<file path="src/rtl/cpu_pkg.sv">
// -----------------------------------------------------------------------------
// cpu_pkg
// Shared definitions for the instruction-fetch front end.
//   INSTR_W / ADDR_W   : instruction word and address widths
//   DEFAULT_RESET_PC   : default reset vector
//   fetch_state_e      : fetch sequencer states
// Build option: PC_MISALIGN_TRAP_EN adds the HALT state used by the
// misaligned-PC trap.
// -----------------------------------------------------------------------------
package cpu_pkg;

    localparam int INSTR_W = 32;
    localparam int ADDR_W  = 32;

    localparam logic [ADDR_W-1:0] DEFAULT_RESET_PC = 32'h0000_0000;

`ifdef PC_MISALIGN_TRAP_EN
    typedef enum logic [2:0] {
        ST_RESET   = 3'd0,
        ST_FETCH   = 3'd1,
        ST_WAIT    = 3'd2,
        ST_DELIVER = 3'd3,
        ST_HALT    = 3'd4
    } fetch_state_e;
`else
    typedef enum logic [1:0] {
        ST_RESET   = 2'd0,
        ST_FETCH   = 2'd1,
        ST_WAIT    = 2'd2,
        ST_DELIVER = 2'd3
    } fetch_state_e;
`endif

endpackage

</file>
<file path="src/rtl/pc_reg.sv">
// -----------------------------------------------------------------------------
// pc_reg
// Architectural program-counter register.
//   clk, rst     : clock, synchronous active-high reset (loads RESET_PC)
//   load_en_i    : load next_pc_i on this edge
//   next_pc_i    : candidate next PC
//   pc_o         : current PC
//   pc_plus4_o   : pc_o + 4 (combinational, wraps modulo 2^32)
// MASK_LOW=1 forces bits [1:0] of the loaded value to zero so the PC can
// never become misaligned.
// -----------------------------------------------------------------------------
module pc_reg
    import cpu_pkg::*;
#(
    parameter logic [ADDR_W-1:0] RESET_PC = DEFAULT_RESET_PC,
    parameter bit                MASK_LOW = 1'b1
) (
    input  logic              clk,
    input  logic              rst,
    input  logic              load_en_i,
    input  logic [ADDR_W-1:0] next_pc_i,
    output logic [ADDR_W-1:0] pc_o,
    output logic [ADDR_W-1:0] pc_plus4_o
);

    logic [ADDR_W-1:0] pc_q;
    logic [ADDR_W-1:0] pc_d;

    generate
        if (MASK_LOW) begin : g_mask
            assign pc_d = {next_pc_i[ADDR_W-1:2], 2'b00};
        end else begin : g_nomask
            assign pc_d = next_pc_i;
        end
    endgenerate

    always_ff @(posedge clk) begin
        if (rst) begin
            pc_q <= RESET_PC;
        end else if (load_en_i) begin
            pc_q <= pc_d;
        end
    end

    assign pc_o       = pc_q;
    assign pc_plus4_o = pc_q + 32'd4;

endmodule

</file>
<file path="src/rtl/pc_fetch_unit.sv">
// -----------------------------------------------------------------------------
// pc_fetch_unit
// PC register and instruction-fetch sequencer: one fetch per instruction over
// a valid/ready request, one-beat response, then presents the word to decode.
//   clk, rst                       : clock, synchronous active-high reset
//   next_pc                        : next PC, sampled when decode accepts
//   imem_req_valid/ready, imem_addr: fetch request channel (addr = pc_out)
//   imem_rsp_valid, imem_rsp_data  : fetch response
//   instr_valid/ready, instr       : instruction to decode
//   pc_out, pc_plus4               : current PC and PC+4 (combinational)
//   retired_count                  : accepted-instruction count (wraps)
//   misalign_err                   : sticky misaligned-PC flag
// Build option: PC_MISALIGN_TRAP_EN. When defined, a misaligned next_pc on
// accept is not loaded, sets misalign_err and parks the unit in HALT until
// reset. When undefined, next_pc[1:0] is forced to zero and misalign_err is 0.
// -----------------------------------------------------------------------------
module pc_fetch_unit
    import cpu_pkg::*;
#(
    parameter logic [ADDR_W-1:0] RESET_PC = DEFAULT_RESET_PC
) (
    input  logic               clk,
    input  logic               rst,
    input  logic [ADDR_W-1:0]  next_pc,
    output logic               imem_req_valid,
    input  logic               imem_req_ready,
    output logic [ADDR_W-1:0]  imem_addr,
    input  logic               imem_rsp_valid,
    input  logic [INSTR_W-1:0] imem_rsp_data,
    output logic               instr_valid,
    input  logic               instr_ready,
    output logic [INSTR_W-1:0] instr,
    output logic [ADDR_W-1:0]  pc_out,
    output logic [ADDR_W-1:0]  pc_plus4,
    output logic [31:0]        retired_count,
    output logic               misalign_err
);

    fetch_state_e state_q, state_d;

    logic               pc_load;
    logic               instr_load;
    logic               retire;
    logic [INSTR_W-1:0] instr_q;
    logic [31:0]        retired_q;

    // ---------------- state register ----------------
    always_ff @(posedge clk) begin
        if (rst) begin
            state_q <= ST_RESET;
        end else begin
            state_q <= state_d;
        end
    end

    // ---------------- next state / strobes ----------------
    always_comb begin
        state_d    = state_q;
        pc_load    = 1'b0;
        instr_load = 1'b0;
        retire     = 1'b0;
        case (state_q)
            ST_RESET:   state_d = ST_FETCH;
            ST_FETCH:   if (imem_req_ready) state_d = ST_WAIT;
            ST_WAIT: begin
                if (imem_rsp_valid) begin
                    instr_load = 1'b1;
                    state_d    = ST_DELIVER;
                end
            end
            ST_DELIVER: begin
                if (instr_ready) begin
                    retire = 1'b1;
`ifdef PC_MISALIGN_TRAP_EN
                    // Misaligned target: keep the old PC and park.
                    if (next_pc[1:0] != 2'b00) begin
                        state_d = ST_HALT;
                    end else begin
                        pc_load = 1'b1;
                        state_d = ST_FETCH;
                    end
`else
                    pc_load = 1'b1;
                    state_d = ST_FETCH;
`endif
                end
            end
`ifdef PC_MISALIGN_TRAP_EN
            ST_HALT:    state_d = ST_HALT;
`endif
            default:    state_d = ST_RESET;
        endcase
    end

    // ---------------- PC register ----------------
`ifdef PC_MISALIGN_TRAP_EN
    localparam bit PC_MASK_LOW = 1'b0;
`else
    localparam bit PC_MASK_LOW = 1'b1;
`endif

    pc_reg #(
        .RESET_PC (RESET_PC),
        .MASK_LOW (PC_MASK_LOW)
    ) u_pc_reg (
        .clk        (clk),
        .rst        (rst),
        .load_en_i  (pc_load),
        .next_pc_i  (next_pc),
        .pc_o       (pc_out),
        .pc_plus4_o (pc_plus4)
    );

    // ---------------- datapath registers ----------------
    always_ff @(posedge clk) begin
        if (rst) begin
            instr_q   <= '0;
            retired_q <= '0;
        end else begin
            if (instr_load) instr_q <= imem_rsp_data;
            if (retire)     retired_q <= retired_q + 32'd1;
        end
    end

`ifdef PC_MISALIGN_TRAP_EN
    logic misalign_q;

    always_ff @(posedge clk) begin
        if (rst) begin
            misalign_q <= 1'b0;
        end else if (state_q == ST_DELIVER && instr_ready && next_pc[1:0] != 2'b00) begin
            misalign_q <= 1'b1;
        end
    end

    assign misalign_err = misalign_q;
`else
    assign misalign_err = 1'b0;
`endif

    // ---------------- outputs ----------------
    assign imem_req_valid = (state_q == ST_FETCH);
    assign instr_valid    = (state_q == ST_DELIVER);
    assign imem_addr      = pc_out;
    assign instr          = instr_q;
    assign retired_count  = retired_q;

endmodule

</file>
<file path="config.mk">
export PLATFORM = sky130hd
export DESIGN_NAME = pc_fetch_unit
export DESIGN_NICKNAME = d
export VERILOG_FILES = /design/src/rtl/cpu_pkg.sv /design/src/rtl/pc_reg.sv /design/src/rtl/pc_fetch_unit.sv
export SDC_FILE = /design/constraint.sdc
export NUM_CORES = 1
export LEC_CHECK = 0
export CAP_MARGIN = 20
export CORE_MARGIN = 2
export CORE_UTILIZATION = 42
export CTS_BUF_LIST = sky130_fd_sc_hd__clkbuf_4 sky130_fd_sc_hd__clkbuf_8
export CTS_CLUSTER_SIZE = 20
export DETAILED_ROUTE_END_ITERATION = 16
export GPL_TIMING_DRIVEN = 0
export HOLD_SLACK_MARGIN = 0.06
export PLACE_DENSITY = 0.82
export SKIP_LAST_GASP = 1
export SYNTH_ARGS = -nofsm -noshare
export SYNTH_HDL_FRONTEND = slang
export SYNTH_SLANG_ARGS = --single-unit
</file>
<file path="constraint.sdc">
create_clock -name clk -period 2.5 [get_ports clk]
set_input_delay 0.5 -clock clk [delete_from_list [all_inputs] [get_ports clk]]
set_output_delay 0.5 -clock clk [all_outputs]
set_load 0.03 [all_outputs]
</file>
---- Word level (Yosys, flattened, before mapping) ----
Cells that the tools add are included.
cells by class
  add/sub/neg operators ................... 2
  reduce and logical (&&, ||, !) cells .... 2
  eq/ne operators ......................... 6
  multiplexer cells ....................... 8
operator list
  cell                   number
  $add 32x1->32 const B  1
  $add 32x3->32 const B  1
  $pmux 2 s4             1
  $mux 2                 3
  $eq 2x2->1 const B     2
  $mux 1                 4
  $ne 2x1->1 const B     2
  $reduce_and 3->1       1
  $eq 2x1->1 const B     1
  $logic_not 2->1        1
  $ne 2x2->1 const B     1
word-level totals
  register bits ........................... 96
  output and inout bits ................... 163
  input bits .............................. 69
  word-level logic and storage cells ...... 22

---- Logic depth before layout (Yosys ltp) ----
Gate-level depths: netlist of the first run.
  depth in word-level cells ............... 3
  gate-level depth with buffers ........... 7

---- Modules after synthesis ----
Synthesis of the first run repeated with hierarchy kept, for this count alone.
second synthesis, totals
  cells, all modules ...................... 554
  area total of the unflattened synthesis .. 4,714.5 um2
by module, submodules not included
  module         cells each  instances  area each (um2)  sequential area each (um2)
  pc_fetch_unit  376         1          3,061.7          1,321.3
  pc_reg         178         1          1,652.8          600.6

---- Worst setup path after synthesis of the first run ----
No wires, ideal clock.
  path type ............................... reg2out
  from .................................... register u_pc_reg.pc_q[4] (netlist: u_pc_reg.pc_o[4])
  to ...................................... output pc_plus4[27]
  data required time ...................... 2.000 ns
  path slack .............................. -0.137 ns
  cell stages (with the launch flop) ...... 6
  data arrival time ....................... 2.137 ns
  path through ............................ dfxtp_1 > and4_1 > clkbuf_1 > nand4_1 > nor4_1 > xor2_1
between the ends
  cells in the longest elaborated chain, start to end .. 1
ends and longest elaborated chain
  item                    line                 source
  start, declared         pc_reg.sv:26         logic [ADDR_W-1:0] pc_q;
  start signal, assigned  pc_reg.sv:41         pc_q <= pc_d;
  $add 32x3->32           pc_reg.sv:46         assign pc_plus4_o = pc_q + 32'd4;
  end, declared           pc_fetch_unit.sv:34  output logic [ADDR_W-1:0] pc_plus4,
Every way passes these cells.

---- Worst setup path in the final report of the first run ----
  from .................................... register u_pc_reg.pc_q[3] (netlist: u_pc_reg.pc_o[3])
  to ...................................... output pc_plus4[30]
Same word-level chain as after synthesis.

==> impl_metrics.env, run 1 <==
export IMPL_ant_nets=0
export IMPL_synth_flop_cell="dfxtp_1"
export IMPL_status="complete, but fails checks"
export IMPL_period_share_pct=105
export IMPL_required_ns=2.00
export IMPL_r2r_start="state_q[0]"
export IMPL_layout_setup_ws_ns=-0.125
export IMPL_gr_usage_met2_pct=45.8
export IMPL_syn_avg_cell_area_um2=7.84
export IMPL_crit_path_start_kind="register"
export IMPL_dr_pass1_iters=6
export IMPL_critPathTopFamily="simple AND/OR/NAND/NOR gates"
export IMPL_synth_edf_count=0
export IMPL_switchingPower_mw=1.38
export IMPL_p_seq_share_pct=42.1
export IMPL_worstPathMaxFanout=8
export IMPL_drc=0
export IMPL_skew_ns=0.0125
export IMPL_placed_area_um2=7040
export IMPL_netlist_area_um2=4610
export IMPL_power_leakage_nw=2.96
export IMPL_final_common_cell="clkdlybuf4s50_1"
export IMPL_worst_hold_path_type="register to register"
export IMPL_layout_common_cells="clkdlybuf4s50_1, nand2_1, a21oi_1"
export IMPL_grt_pass1_vias=5035
export IMPL_p_comb_share_pct=30.3
export IMPL_gp_congestion=0.875
export IMPL_die_h_um=109
export IMPL_avgViaCountPerCell=5.26
export IMPL_use_met1_pct=26.9
export IMPL_drive_gt1_share_pct=19.7
export IMPL_report_final_slew_viol_count=0
export IMPL_async_flop_share_pct=0
export IMPL_internal_power_mw=2.73
export IMPL_powerDensity_nw_per_um2=529
export IMPL_hold_viol=0
export IMPL_p_sw_share_pct=33.6
export IMPL_ys_ff_latch=96
export IMPL_dp_slack_ns=-0.654
export IMPL_grt_antenna_before_repair=0
export IMPL_clock_power_share_pct=27.7
export IMPL_cts_tree="built"
export IMPL_cts_buffers=9
export IMPL_nets=930
export IMPL_ctsHoldBuffers=0
export IMPL_clkLatencyLatePin_ns=0.35
export IMPL_maxCapViolCount=0
export IMPL_final_cell_area_um2=7770
export IMPL_grt_ovfl_total=0
export IMPL_cts_root_buf="clkbuf_8"
export IMPL_synth_cell_type_count=35
export IMPL_coreArea_um2=10800
export IMPL_violations="negative setup slack"
export IMPL_io_buffers=221
export IMPL_rsz0062_at_grt="yes"
export IMPL_initial_core_util_pct=42.7
export IMPL_nFillCells=768
export IMPL_ctsLongestPathBuffers=2
export IMPL_max_freq_ghz=0.381
export IMPL_grt_pass1_wl_um=23800
export IMPL_dp_cells=955
export IMPL_vias=5261
export IMPL_drt_iter0_drc=261
export IMPL_die_w_um=109
export IMPL_grt_max_degree=17
export IMPL_setup_violations_final=9
export IMPL_ios=232
export IMPL_numClockSinks=96
export IMPL_ys_seq_area_share_pct=41.7
export IMPL_die_area_um2=11800
export IMPL_critPathLaunch="u_pc_reg.pc_o[3]"
export IMPL_ir_drop_mv=0.329
export IMPL_path_cells="ha_4 > and3_4 > nand4_1 > buf_6 > nor4_4 > xor2_1 > buf_4"
export IMPL_drt_wirelength_per_cell_um=16.4
export IMPL_busiest_layer="met2"
export IMPL_tns_ns=-0.446
export IMPL_track_usage_pct=25.3
export IMPL_period_needed_ns=2.63
export IMPL_yosys_warnings=0
export IMPL_diodes=0
export IMPL_critPathMaxStageDelay_ns=0.38
export IMPL_clk_pin_slew_ns=0.10
export IMPL_row_count=38
export IMPL_critPathKind="register to output port"
export IMPL_area_growth_pct=68.5
export IMPL_min_from="instr[24]"
export IMPL_tightest_slew_ns=0.576
export IMPL_htreeDepth=3
export IMPL_netlist_instances=588
export IMPL_slowest_stage="dfxtp_4"
export IMPL_max_slew_margin_pct=61.6
export IMPL_use_met3_pct=6.28
export IMPL_dp_hpwl_um=11300
export IMPL_totalWireLength_um=16500
export IMPL_worst_setup_path_end_kind="output port"
export IMPL_layout_cells_non_filler=1001
export IMPL_cp_arrival_ns=2.13
export IMPL_critical_path_buf_inv_count=2
export IMPL_power_mw=4.11
## worst paths after layout
path / to / slack [ns] / depth (start not counted)
max: pc_plus4[30] / -0.13 / 7
min: instr[24] / 0.46 / 2
max reg2reg: retired_count[28] / 0.23 / 6
min reg2reg: instr[24] / 0.46 / 2
## final cells by class
cell class                 instances  area (µm²)  area share [%]
buffer                            69         453            5.83
clock buffer                      10         131            1.69
clock inverter                     6        90.1            1.16
inverter                          18        67.6           0.869
multi-input combinational        408        2430            31.3
sequential                        96        1990            25.6
tap                              140         175            2.25
timing repair buffer             254        2440            31.4
## sequential cells by signal, summed over array words and instances, names as in the netlist
register / count
instr: 32
retired_count: 32
u_pc_reg.pc_o: 30
state_q: 2
## stage by stage
step | utilization, % | hold slack [ns]
finish | 72.0 | 0.458
global route | 72.0 | 0.477
CTS | 69.8 | 0.461
detailed placement | 65.2 | 0.451
global placement | 65.2 | 0.442
floorplan | - | 0.507
## power groups by stage
stage	clock (mW)	combinational [mW]	sequential (mW)
after floorplan	0	0.528	1.91
after global placement	0	1.17	1.76
after detailed placement	0	1.21	1.77
after CTS	1.16	1.22	1.72
after global routing	1.22	1.33	1.74
final	1.14	1.24	1.73
## per-layer routing
metal | wire [µm] | share of wire (%) | up-vias
met1 | 6060 | 37 | 2468
met2 | 8400 | 51 | 240
met3 | 1300 | 7.9 | 55
met5 | 0 | 0 | -
met4 | 691 | 4.2 | 0
li1 | - | - | 2498
## synth_stat cells, types with 9 or more instances
cell	number	area, µm²
a21oi_1	84	420
buf_4	37	278
clkbuf_1	30	113
dfxtp_1	96	1920
inv_1	18	67.6
nand2_1	148	556
nand3_1	14	70.1
nand4_1	11	68.8
nor2_1	17	63.8
nor4_1	9	56.3
o31ai_1	16	120
or4_1	16	120
xnor2_1	19	166
xor2_1	18	158
## kinds of logic (layout without fill, tap and decap cells)
family / after synthesis / count (layout) / share of synthesized area, %
muxes: 1 / 1 / 0.244
buffers and inverters: 90 / 357 / 11.0
DFF: 96 / 96 / 41.7
xor gates and xnor gates: 37 / 37 / 7.03
and+or+nand+nor: 250 / 250 / 25.8
adders and majority gates: 5 / 5 / 1.36
other: 1 / 7 / 0.0813
AOI/OAI and AO/OA: 108 / 108 / 12.8
## worst register-to-register path: stages, from the launching register on
cell and delay (ns):
dfxtp_1 0.44, ha_4 0.23, nand3_2 0.14, or4_4 0.58, buf_6 0.17, or4_1 0.50, a21oi_1 0.15
## what timing repair did
action | CTS | global route
gates cloned | 0 | 0
pin swaps | 6 | 17
buffers inserted | 17 | 16
resized for setup | 154 | 49
endpoints found under the setup margin | 35 | 34
Note: power is estimated with default switching activity, not from simulation.
==> run 2: changes to the inputs <==
--- a/config.mk
+++ b/config.mk
@@ -5,15 +5,16 @@
 export SDC_FILE = /design/constraint.sdc
 export NUM_CORES = 1
 export LEC_CHECK = 0
+export ABC_AREA = 1
 export CAP_MARGIN = 20
 export CORE_MARGIN = 2
-export CORE_UTILIZATION = 42
+export CORE_UTILIZATION = 43
 export CTS_BUF_LIST = sky130_fd_sc_hd__clkbuf_4 sky130_fd_sc_hd__clkbuf_8
 export CTS_CLUSTER_SIZE = 20
 export DETAILED_ROUTE_END_ITERATION = 16
 export GPL_TIMING_DRIVEN = 0
 export HOLD_SLACK_MARGIN = 0.06
-export PLACE_DENSITY = 0.82
+export PLACE_DENSITY = 0.81
 export SKIP_LAST_GASP = 1
 export SYNTH_ARGS = -nofsm -noshare
 export SYNTH_HDL_FRONTEND = slang
==> impl_metrics.env, run 2 <==
export IMPL_status="complete, no violations"
export IMPL_yosys_warnings=0
export IMPL_clk_pin_slew_ns=0.09
export IMPL_cts_buffers=9
export IMPL_drive_gt1_share_pct=14.1
export IMPL_max_slew_margin_pct=61.4
export IMPL_layout_setup_ws_ns=0.0984
export IMPL_avgViaCountPerCell=4.83
export IMPL_area_growth_pct=53.6
export IMPL_hold_viol=0
export IMPL_dp_slack_ns=-0.266
export IMPL_cts_tree="built"
export IMPL_synthTopCellsByCount="nor2_1, nand2_1, dfxtp_1, o21ai_0, inv_1"
export IMPL_ant_nets=0
export IMPL_synth_flop_cell="dfxtp_1"
export IMPL_grt_ovfl_total=0
export IMPL_yosys_area_share_simple_pct=31.2
export IMPL_syn_avg_cell_area_um2=6.82
export IMPL_synthMuxAreaShare_pct=0
export IMPL_path_cells="ha_1 > nand2_1 > inv_2 > nor2_1 > clkdlybuf4s50_1"
export IMPL_diodes=0
export IMPL_dr_pass1_iters=5
export IMPL_synth_compound_area_share_pct=11.2
export IMPL_cts_root_buf="clkbuf_8"
export IMPL_ios=232
export IMPL_crit_path_start_kind="register"
export IMPL_grt_antenna_before_repair=0
export IMPL_final_common_cell="clkdlybuf4s50_1"
export IMPL_worst_setup_path_end_kind="output port"
export IMPL_cp_arrival_ns=1.90
export IMPL_max_freq_ghz=0.416
export IMPL_multi_input_area_um2=2460
export IMPL_synth_area_leader_cell="dfxtp_1"
export IMPL_grt_pass1_vias=4842
export IMPL_rsz0062_at_grt="yes"
export IMPL_htreeDepth=3
export IMPL_yosysMostFrequentCell="nor2_1"
export IMPL_required_ns=2.00
export IMPL_report_final_slew_viol_count=0
export IMPL_ctsLongestPathBuffers=2
export IMPL_grt_pass1_wl_um=24600
export IMPL_drt_iter0_drc=382
export IMPL_dp_hpwl_um=12100
export IMPL_synth_top_area_share_pct=38.8
export IMPL_synth_fa_ha_area_share_pct=1.26
export IMPL_ir_drop_mv=0.422
export IMPL_critPathKind="register to output port"
export IMPL_setup_violations_final=0
export IMPL_coreArea_um2=11300
export IMPL_power_mw=4.81
export IMPL_critical_path_buf_inv_count=2
export IMPL_numClockSinks=96
export IMPL_powerDensity_nw_per_um2=632
export IMPL_maxCapViolCount=0
export IMPL_synth_edf_count=0
export IMPL_synth_xor_area_share_pct=4.77
export IMPL_die_area_um2=12400
export IMPL_netlist_area_um2=4960
export IMPL_seq_area_um2=1950
export IMPL_gp_congestion=0.901
export IMPL_nFillCells=1002
export IMPL_critPathTopFamily="buffers and inverters"
export IMPL_critPathMaxStageDelay_ns=0.69
export IMPL_power_leakage_nw=2.98
export IMPL_drc=0
export IMPL_synth_cell_type_count=26
export IMPL_period_share_pct=96.1
export IMPL_synth_top_family_by_area="simple AND/OR/NAND/NOR gates"
export IMPL_initial_core_util_pct=43.8
export IMPL_row_count=39
export IMPL_vias=5393
export IMPL_worstPathMaxFanout=4
export IMPL_ys_ff_latch=96
export IMPL_synth_area_leaders="dfxtp_1, nor2_1, o21ai_0"
export IMPL_async_flop_share_pct=0
export IMPL_die_w_um=111
export IMPL_nets=1043
export IMPL_die_h_um=111
export IMPL_tightest_slew_ns=0.579
export IMPL_grt_max_degree=15
export IMPL_ctsHoldBuffers=0
export IMPL_period_needed_ns=2.40
export IMPL_track_usage_pct=24.4
export IMPL_worst_hold_path_type="primary input to register"
export IMPL_layout_common_cells="clkdlybuf4s50_1, nor2_1, nand2_1"
export IMPL_totalWireLength_um=15500
export IMPL_clkLatencyLatePin_ns=0.36
export IMPL_ys_seq_area_share_pct=38.8
export IMPL_drt_wirelength_per_cell_um=13.9
export IMPL_io_buffers=221
export IMPL_slowest_stage="clkdlybuf4s50_1"
export IMPL_skew_ns=0.00766
export IMPL_netlist_instances=727
run 2: path summary, 6_finish.rpt:
check / end / slack [ns] / startpoint / depth (start not counted)
min reg2reg: instr[29] / 0.49 / instr[29] / 2
max: pc_plus4[4] / 0.1 / u_pc_reg.pc_o[2] / 5
min: retired_count[0] / 0.45 / rst / 2
max reg2reg: u_pc_reg.pc_o[10] / 0.80 / state_q[0] / 6
run 2: through the flow:
| step | cell area, µm² | hold WS, ns | setup TNS, ns | std cells | utilization (%) |
|---|---|---|---|---|---|
| 3_5_place_dp | 7370 | 0.471 | -2.03 | 1097 | 65.1 |
| 6_report | 7610 | 0.452 | 0 | 1116 | 67.3 |
| 4_1_cts | 7580 | 0.443 | -0.107 | 1113 | 66.9 |
| 5_1_grt | 7610 | 0.451 | -0.0482 | 1116 | 67.3 |
| 2_1_floorplan | 4980 | 0.467 | 0 | 733 | - |
| 3_3_place_gp | 7370 | 0.460 | -1.50 | 1097 | 65.1 |
run 2: logic make-up (layout without fill, tap and decap cells):
kind of cell	count (synthesis)	after routing
buf+inv	129	369
simple gates	360	360
fa+ha+maj	5	5
compound gates	109	109
flops	96	96
other cells	1	7
xor+xnor	27	27
run 2: per-layer routing:
metal	track usage (%)	up-vias	share of wire (%)
li1	-	2752	-
met3	4.84	35	7.4
met1	30.1	2383	41
met2	41.5	223	48
met4	10.9	0	3.1
met5	0	-	0
run 2: worst register-to-register path, cell delays in order (launching register included):
cell      delay, ns
dfxtp_1        0.34
ha_1           0.23
nand2_1        0.18
buf_2          0.27
clkbuf_1       0.34
o21ai_0        0.14
a21oi_1        0.13
run 2: layout make-up:
cell class | instances | share of cell area [%]
multi-input cells | 508 | 32.4
repair buffers | 226 | 28.8
flip-flops and latches | 96 | 25.6
plain buffers | 60 | 4.90
inverters | 68 | 3.35
well taps | 143 | 2.35
clock buffers | 12 | 2.00
clock inverters | 3 | 0.559
run 2: report_power, final:
part	switching (mW)	internal (mW)
clock network	0.533	0.506
registers	0.180	1.72
logic	1.08	0.797
total	1.79	3.02
run 2: what timing repair did:
action	4_1_cts	5_1_grt
gates resized for setup	89	41
gates cloned	0	0
pin swaps	1	1
endpoints found under the setup margin	26	23
setup buffers	1	4
==> run 3: changes to the inputs <==
--- a/config.mk
+++ b/config.mk
@@ -6,16 +6,16 @@
 export NUM_CORES = 1
 export LEC_CHECK = 0
 export ABC_AREA = 1
-export CAP_MARGIN = 20
 export CORE_MARGIN = 2
-export CORE_UTILIZATION = 43
+export CORE_UTILIZATION = 46
 export CTS_BUF_LIST = sky130_fd_sc_hd__clkbuf_4 sky130_fd_sc_hd__clkbuf_8
 export CTS_CLUSTER_SIZE = 20
 export DETAILED_ROUTE_END_ITERATION = 16
 export GPL_TIMING_DRIVEN = 0
 export HOLD_SLACK_MARGIN = 0.06
-export PLACE_DENSITY = 0.81
+export PLACE_DENSITY = 0.86
 export SKIP_LAST_GASP = 1
+export SLEW_MARGIN = 10
 export SYNTH_ARGS = -nofsm -noshare
 export SYNTH_HDL_FRONTEND = slang
 export SYNTH_SLANG_ARGS = --single-unit
==> constraint.sdc (replaced) <==
create_clock -name clk -period 2.82 [get_ports clk]
set_input_delay 0.564 -clock clk [delete_from_list [all_inputs] [get_ports clk]]
set_output_delay 0.564 -clock clk [all_outputs]
set_load 0.03 [all_outputs]
==> impl_metrics.env, run 3 (same netlist as run 2, synthesis figures left out) <==
export IMPL_crit_path_start_kind="register"
export IMPL_maxCapViolCount=0
export IMPL_layout_common_cells="clkdlybuf4s50_1, nor2_1, nand2_1"
export IMPL_period_share_pct=95.8
export IMPL_min_path_cells=2
export IMPL_grt_max_degree=20
export IMPL_ios=232
export IMPL_placed_area_um2=7360
export IMPL_io_buffers=221
export IMPL_grt_ovfl_total=0
export IMPL_die_h_um=108
export IMPL_grt_pass1_wl_um=24100
export IMPL_cp_arrival_ns=2.14
export IMPL_tightest_slew_ns=0.598
export IMPL_r2r_end="u_pc_reg.pc_o[16]"
export IMPL_drt_wirelength_per_cell_um=13.8
export IMPL_max_freq_ghz=0.370
export IMPL_critPathLaunch="u_pc_reg.pc_o[12]"
export IMPL_rrSetupSlack_ns=1.07
export IMPL_post_cts_setup_buffers=0
export IMPL_hold_viol=0
export IMPL_row_count=37
export IMPL_endpoint="pc_plus4[21]"
export IMPL_drive_gt1_share_pct=10.0
export IMPL_cts_root_buf="clkbuf_8"
export IMPL_area_growth_pct=51.9
export IMPL_switchingPower_mw=1.66
export IMPL_p_sw_share_pct=39.2
export IMPL_clk_pin_slew_ns=0.11
export IMPL_gp_congestion=0.933
export IMPL_die_area_um2=11600
export IMPL_initial_core_util_pct=47.6
export IMPL_ctsLongestPathBuffers=2
export IMPL_skew_ns=0.0132
export IMPL_final_common_cell="clkdlybuf4s50_1"
export IMPL_cts_buffers=9
export IMPL_drc=0
export IMPL_worst_hold_path_type="register to register"
export IMPL_powerDensity_nw_per_um2=561
export IMPL_clkLatencyLatePin_ns=0.36
export IMPL_required_ns=2.26
export IMPL_die_w_um=108
export IMPL_report_final_slew_viol_count=0
export IMPL_drt_iter0_drc=253
export IMPL_htreeDepth=3
export IMPL_nets=1038
export IMPL_critPathKind="register to output port"
export IMPL_p_seq_share_pct=39.7
export IMPL_dp_hpwl_um=12200
export IMPL_period_needed_ns=2.70
export IMPL_worst_setup_path_end_kind="output port"
export IMPL_avgViaCountPerCell=4.88
export IMPL_p_comb_share_pct=39.1
export IMPL_power_leakage_nw=2.95
export IMPL_clock_power_share_pct=21.3
export IMPL_cts_tree="built"
export IMPL_coreArea_um2=10400
export IMPL_numClockSinks=96
export IMPL_dr_pass1_iters=5
export IMPL_diodes=0
export IMPL_internal_power_mw=2.57
export IMPL_max_slew_margin_pct=60.1
export IMPL_totalWireLength_um=15300
export IMPL_rsz0062_at_grt="yes"
export IMPL_ctsHoldBuffers=0
export IMPL_reg2reg_depth=6
export IMPL_ant_nets=0
export IMPL_final_cell_area_um2=7530
export IMPL_ir_drop_mv=0.382
export IMPL_layout_cells_non_filler=1105
export IMPL_grt_antenna_before_repair=0
export IMPL_grt_pass1_vias=4843
export IMPL_status="complete, no violations"
export IMPL_dp_cells=1090
export IMPL_r2r_start="state_q[0]"
export IMPL_worstPathMaxFanout=6
export IMPL_vias=5391
export IMPL_track_usage_pct=26.3
export IMPL_setup_violations_final=0
## run 3: changes by cell type in the layout (fill, tap and decap cells not counted), sizes merged, moves of 2 or more
cell           before  now
clkdlybuf4s50     195  199
clkinv              1    3
clkdlybuf4s15       7    3
dlygate4sd2         3   14
inv                68   71
clkbuf             34   31
buf                57   43
## run 3: power by group through the flow
| stage | clock [mW] | sequential [mW] | combinational (mW) |
|---|---|---|---|
| after floorplan | 0 | 1.96 | 0.703 |
| after global placement | 0 | 1.69 | 1.67 |
| after detailed placement | 0 | 1.70 | 1.69 |
| after CTS | 0.918 | 1.67 | 1.66 |
| after global routing | 0.983 | 1.70 | 1.77 |
| final | 0.899 | 1.67 | 1.65 |
## run 3: worst max-delay path, stage by stage (launching register included)
cell and delay [ns]:
dfxtp_1 0.47, nand2_1 0.15, nor2_2 0.19, nand2_2 0.09
nor2_4 0.18, nand3_1 0.13, xor2_1 0.14, dlygate4sd2_1 0.41
## run 3: per-stage QoR
step	setup WS, ns	util (%)	hold WS [ns]	power [mW]	TNS, ns
after global routing	-0.0308	72.3	0.509	4.45	-0.0308
after floorplan	0.425	-	0.467	2.66	0
after detailed placement	-0.0760	70.7	0.471	3.39	-0.120
after global placement	-0.0691	70.7	0.461	3.37	-0.107
after CTS	-0.135	72.4	0.492	4.25	-0.135
final	0.119	72.3	0.487	4.22	0
## run 3: routing by layer
metal / track usage [%] / up-vias / wire [µm]
met3: 5.57 / 27 / 1130
met4: 9.62 / 0 / 422
li1: - / 2738 / -
met5: 0 / - / 0
met1: 31.4 / 2414 / 6200
met2: 46.2 / 212 / 7530
## run 3: area by class of cell
| cell class | count | area (µm²) |
|---|---|---|
| tap | 136 | 170 |
| inverter | 68 | 255 |
| fill | 883 | 2890 |
| sequential | 96 | 1930 |
| clock inverter | 7 | 77.6 |
| clock buffer | 9 | 124 |
| timing repair buffer | 221 | 2170 |
| multi-input combinational | 508 | 2430 |
| buffer | 60 | 373 |
## run 3: how the worst min path moves through the flow
stage / startpoint / endpoint / slack [ns]
after floorplan: state_q[1] / state_q[1] / 0.47
after global placement: instr[28] / instr[28] / 0.46
after detailed placement: instr[12] / instr[12] / 0.47
after CTS: rst / retired_count[15] / 0.49
after global routing: rst / retired_count[31] / 0.51
final: instr[2] / instr[2] / 0.49
## run 3: timing repair
item,4_1_cts,5_1_grt
gates cloned,0,0
setup endpoints to repair,23,15
pin swaps,0,0
gates resized for setup,29,14
==> RTL change, RTL diff (flow settings as in run 1) <==
Set the package constant `INSTR_W` to 36 (it was 32).
--- a/src/rtl/cpu_pkg.sv
+++ b/src/rtl/cpu_pkg.sv
@@ -9,7 +9,7 @@
 // -----------------------------------------------------------------------------
 package cpu_pkg;
 
-    localparam int INSTR_W = 32;
+    localparam int INSTR_W = 36;
     localparam int ADDR_W  = 32;
 
     localparam logic [ADDR_W-1:0] DEFAULT_RESET_PC = 32'h0000_0000;
Interface: changed (resized imem_rsp_data and instr); port bits go from 232 to 240. The function was not compared with the original's and may differ.
==> RTL change against run 1 <==
  * The flow still finishes with violations (negative setup slack)
  * Total power is 1.5% higher
  * Setup slack better by 0.028 ns
  * Final area is 2.4% higher
  * Area after synthesis is 4.7% higher
  * Sequential cell count is 4 higher
  * Clock power is 6% lower
  * Combinational power is 5% higher
  * Routed wire length is 5.0% higher
  * Clock skew is 0.00090 ns lower
  * Critical path type unchanged
  * Highest routed layer unchanged
==> RTL change: results (changes against run 1) <==
- Status: finished with violations
- Failing checks: negative setup slack
- Post-Synth Adder-Cell Area: 1.296% (-0.061 points)
- Clk_skew: 0.01165 ns (-0.0009015 ns)
- Placed wire-length estimate: 12,070 um (+7.2%)
- Fill cell count: 868 (+13%)
- Via density: 5.283 (+0.51%)
- Final setup TNS: -0.2648 ns (+0.1808 ns)
- Post-Synth XOR/XNOR Area: 6.893% (-0.14 points)
- FF-to-FF setup slack: 0.19 ns (-0.04 ns)
- I/O Buffers: 230 (+4.1%)
- Crit-path max FO: 7 (-1)
- Post-synthesis mux area share: 0.4664% (+0.22 points)
- Slew Limit Fails: 0 (unchanged)
- Crit path launch: u_pc_reg.pc_o[4]
- Count of cell types in the netlist: 44 (+26%)
- Num CTS Buffers: 9 (unchanged)
- Drt initial violations: 457 (+75%)
- R2r endpoint: retired_count[22]
- Slew margin rel.: 57.51% (-4.1 points)
- Clk buf depth: 2 (unchanged)
- Final WL: 17,270 um (+5.0%)
- GPL Wtd Cong: 0.8632 (-1.4%)
- CP endpoint: pc_plus4[25]
- Worst setup margin: -0.09770 ns (+0.02752 ns)
- # setup viols final: 6 (-3)
- First-pass DRT Iterations: 5 (-1)
- Layout cells sized above 1: 18.73% (-1.0 points)
- Sequential area share after synthesis: 41.46% (-0.22 points)
- GRT Total Usage: 25.06% (-0.24 points)
- Leak pwr: 3.003 nW (+1.3%)
- Slowest cell delay on critical path: 0.42 ns (+0.04 ns)
- Arrival time worst endpoint: 2.10 ns (-0.03 ns)
- Compound-gate portion of the synthesized area: 12.26% (-0.55 points)
- VDD IR max: 339.3 uV (+3.1%)
- Top post-synthesis cells by count: 159 x nand2_1, 100 x dfxtp_1, 85 x a21oi_1
- Asr flop ratio synth: 0% (unchanged)
- First-pass GRT wire length: 25,360 um (+6.5%)
- Antenna Cells: 0 (unchanged)
- Slowest CP cell: nor4_4
- Ranking of synthesized cells by area: dfxtp_1 41%, nand2_1 12%, a21oi_1 8.8%, buf_4 5.8%, xnor2_1 5.4%
- Final-stage net count: 970 (+4.3%)
- Initial antenna violation count: 0 (unchanged)
RTL change: cell count changes after synthesis, moves of 6 or more:
cell and delta:
xnor2_1 +11, inv_1 -8, xor2_1 -10, o31ai_1 -8, or4_1 -6, nand2_1 +11
RTL change: metrics by stage:
stage	power, W	setup WS, ns	util, %	std cells	cell area, um2
floorplan	0.002551	0.006264	-	618	4917
global placement	0.003075	-0.5850	65.35	991	7398
detailed placement	0.003110	-0.6227	65.35	991	7398
CTS	0.004161	-0.06172	68.04	1015	7702
global route	0.004382	-0.1506	70.29	1040	7958
finish	0.004176	-0.09770	70.29	1040	7958
RTL change: per-layer routing:
layer	GRT usage (%)	up-vias	routed length [um]
li1	-	2620	-
met1	29.13	2569	6672
met5	0	-	0
met3	6.342	38	1287
met2	44.88	267	8848
met4	8.313	0	465
RTL change: cells by family after synthesis:
group                    count (synthesis)
AND/OR/NAND/NOR                        281
adder cells (fa/ha/maj)                  5
flip-flops                             100
buffers and inverters                   77
AO/OA/AOI/OAI                          108
multiplexers                             2
other                                    1
XOR/XNOR                                38
RTL change: cell type report:
| class | count | share of cell area (%) |
|---|---|---|
| plain buffers | 67 | 5.173 |
| clock buffers | 11 | 1.824 |
| clock inverters | 5 | 0.7547 |
| inverters | 10 | 0.4717 |
| multi-input cells | 441 | 32.12 |
| flip-flops and latches | 100 | 26.12 |
| well taps | 143 | 2.248 |
| repair buffers | 263 | 31.29 |
RTL change: worst max-delay path: cells and delay by family, from the launching register on:
family        cells  cell delay, ns
simple gates      3            0.97
flops             1            0.39
xor+xnor          1            0.19
buf+inv           1            0.18
RTL change: timing repair:
action	4_1_cts	5_1_grt
setup endpoints to repair	27	23
cloned	0	0
setup buffers	8	25
pin swaps	9	9
resized for setup	142	46
RTL change: worst min-delay path by stage:
stage / start / endpoint / slack (ns) / depth (start not counted)
global placement: instr[21] / instr[21] / 0.44 / 2
CTS: instr[16] / instr[16] / 0.46 / 2
global route: instr[10] / instr[10] / 0.48 / 2
floorplan: state_q[1] / state_q[1] / 0.51 / 2
detailed placement: instr[16] / instr[16] / 0.45 / 2
finish: instr[16] / instr[16] / 0.46 / 2
RTL change: where the power goes:
group / switching [W] / leakage [nW] / total [W] / internal [W]
Clock: 0.000566 / 0.103 / 0.00107 / 0.000506
Sequential: 0.000106 / 0.825 / 0.00180 / 0.00169
Combinational: 0.000748 / 2.07 / 0.00130 / 0.000556
Total: 0.00142 / 3.00 / 0.00418 / 0.00276
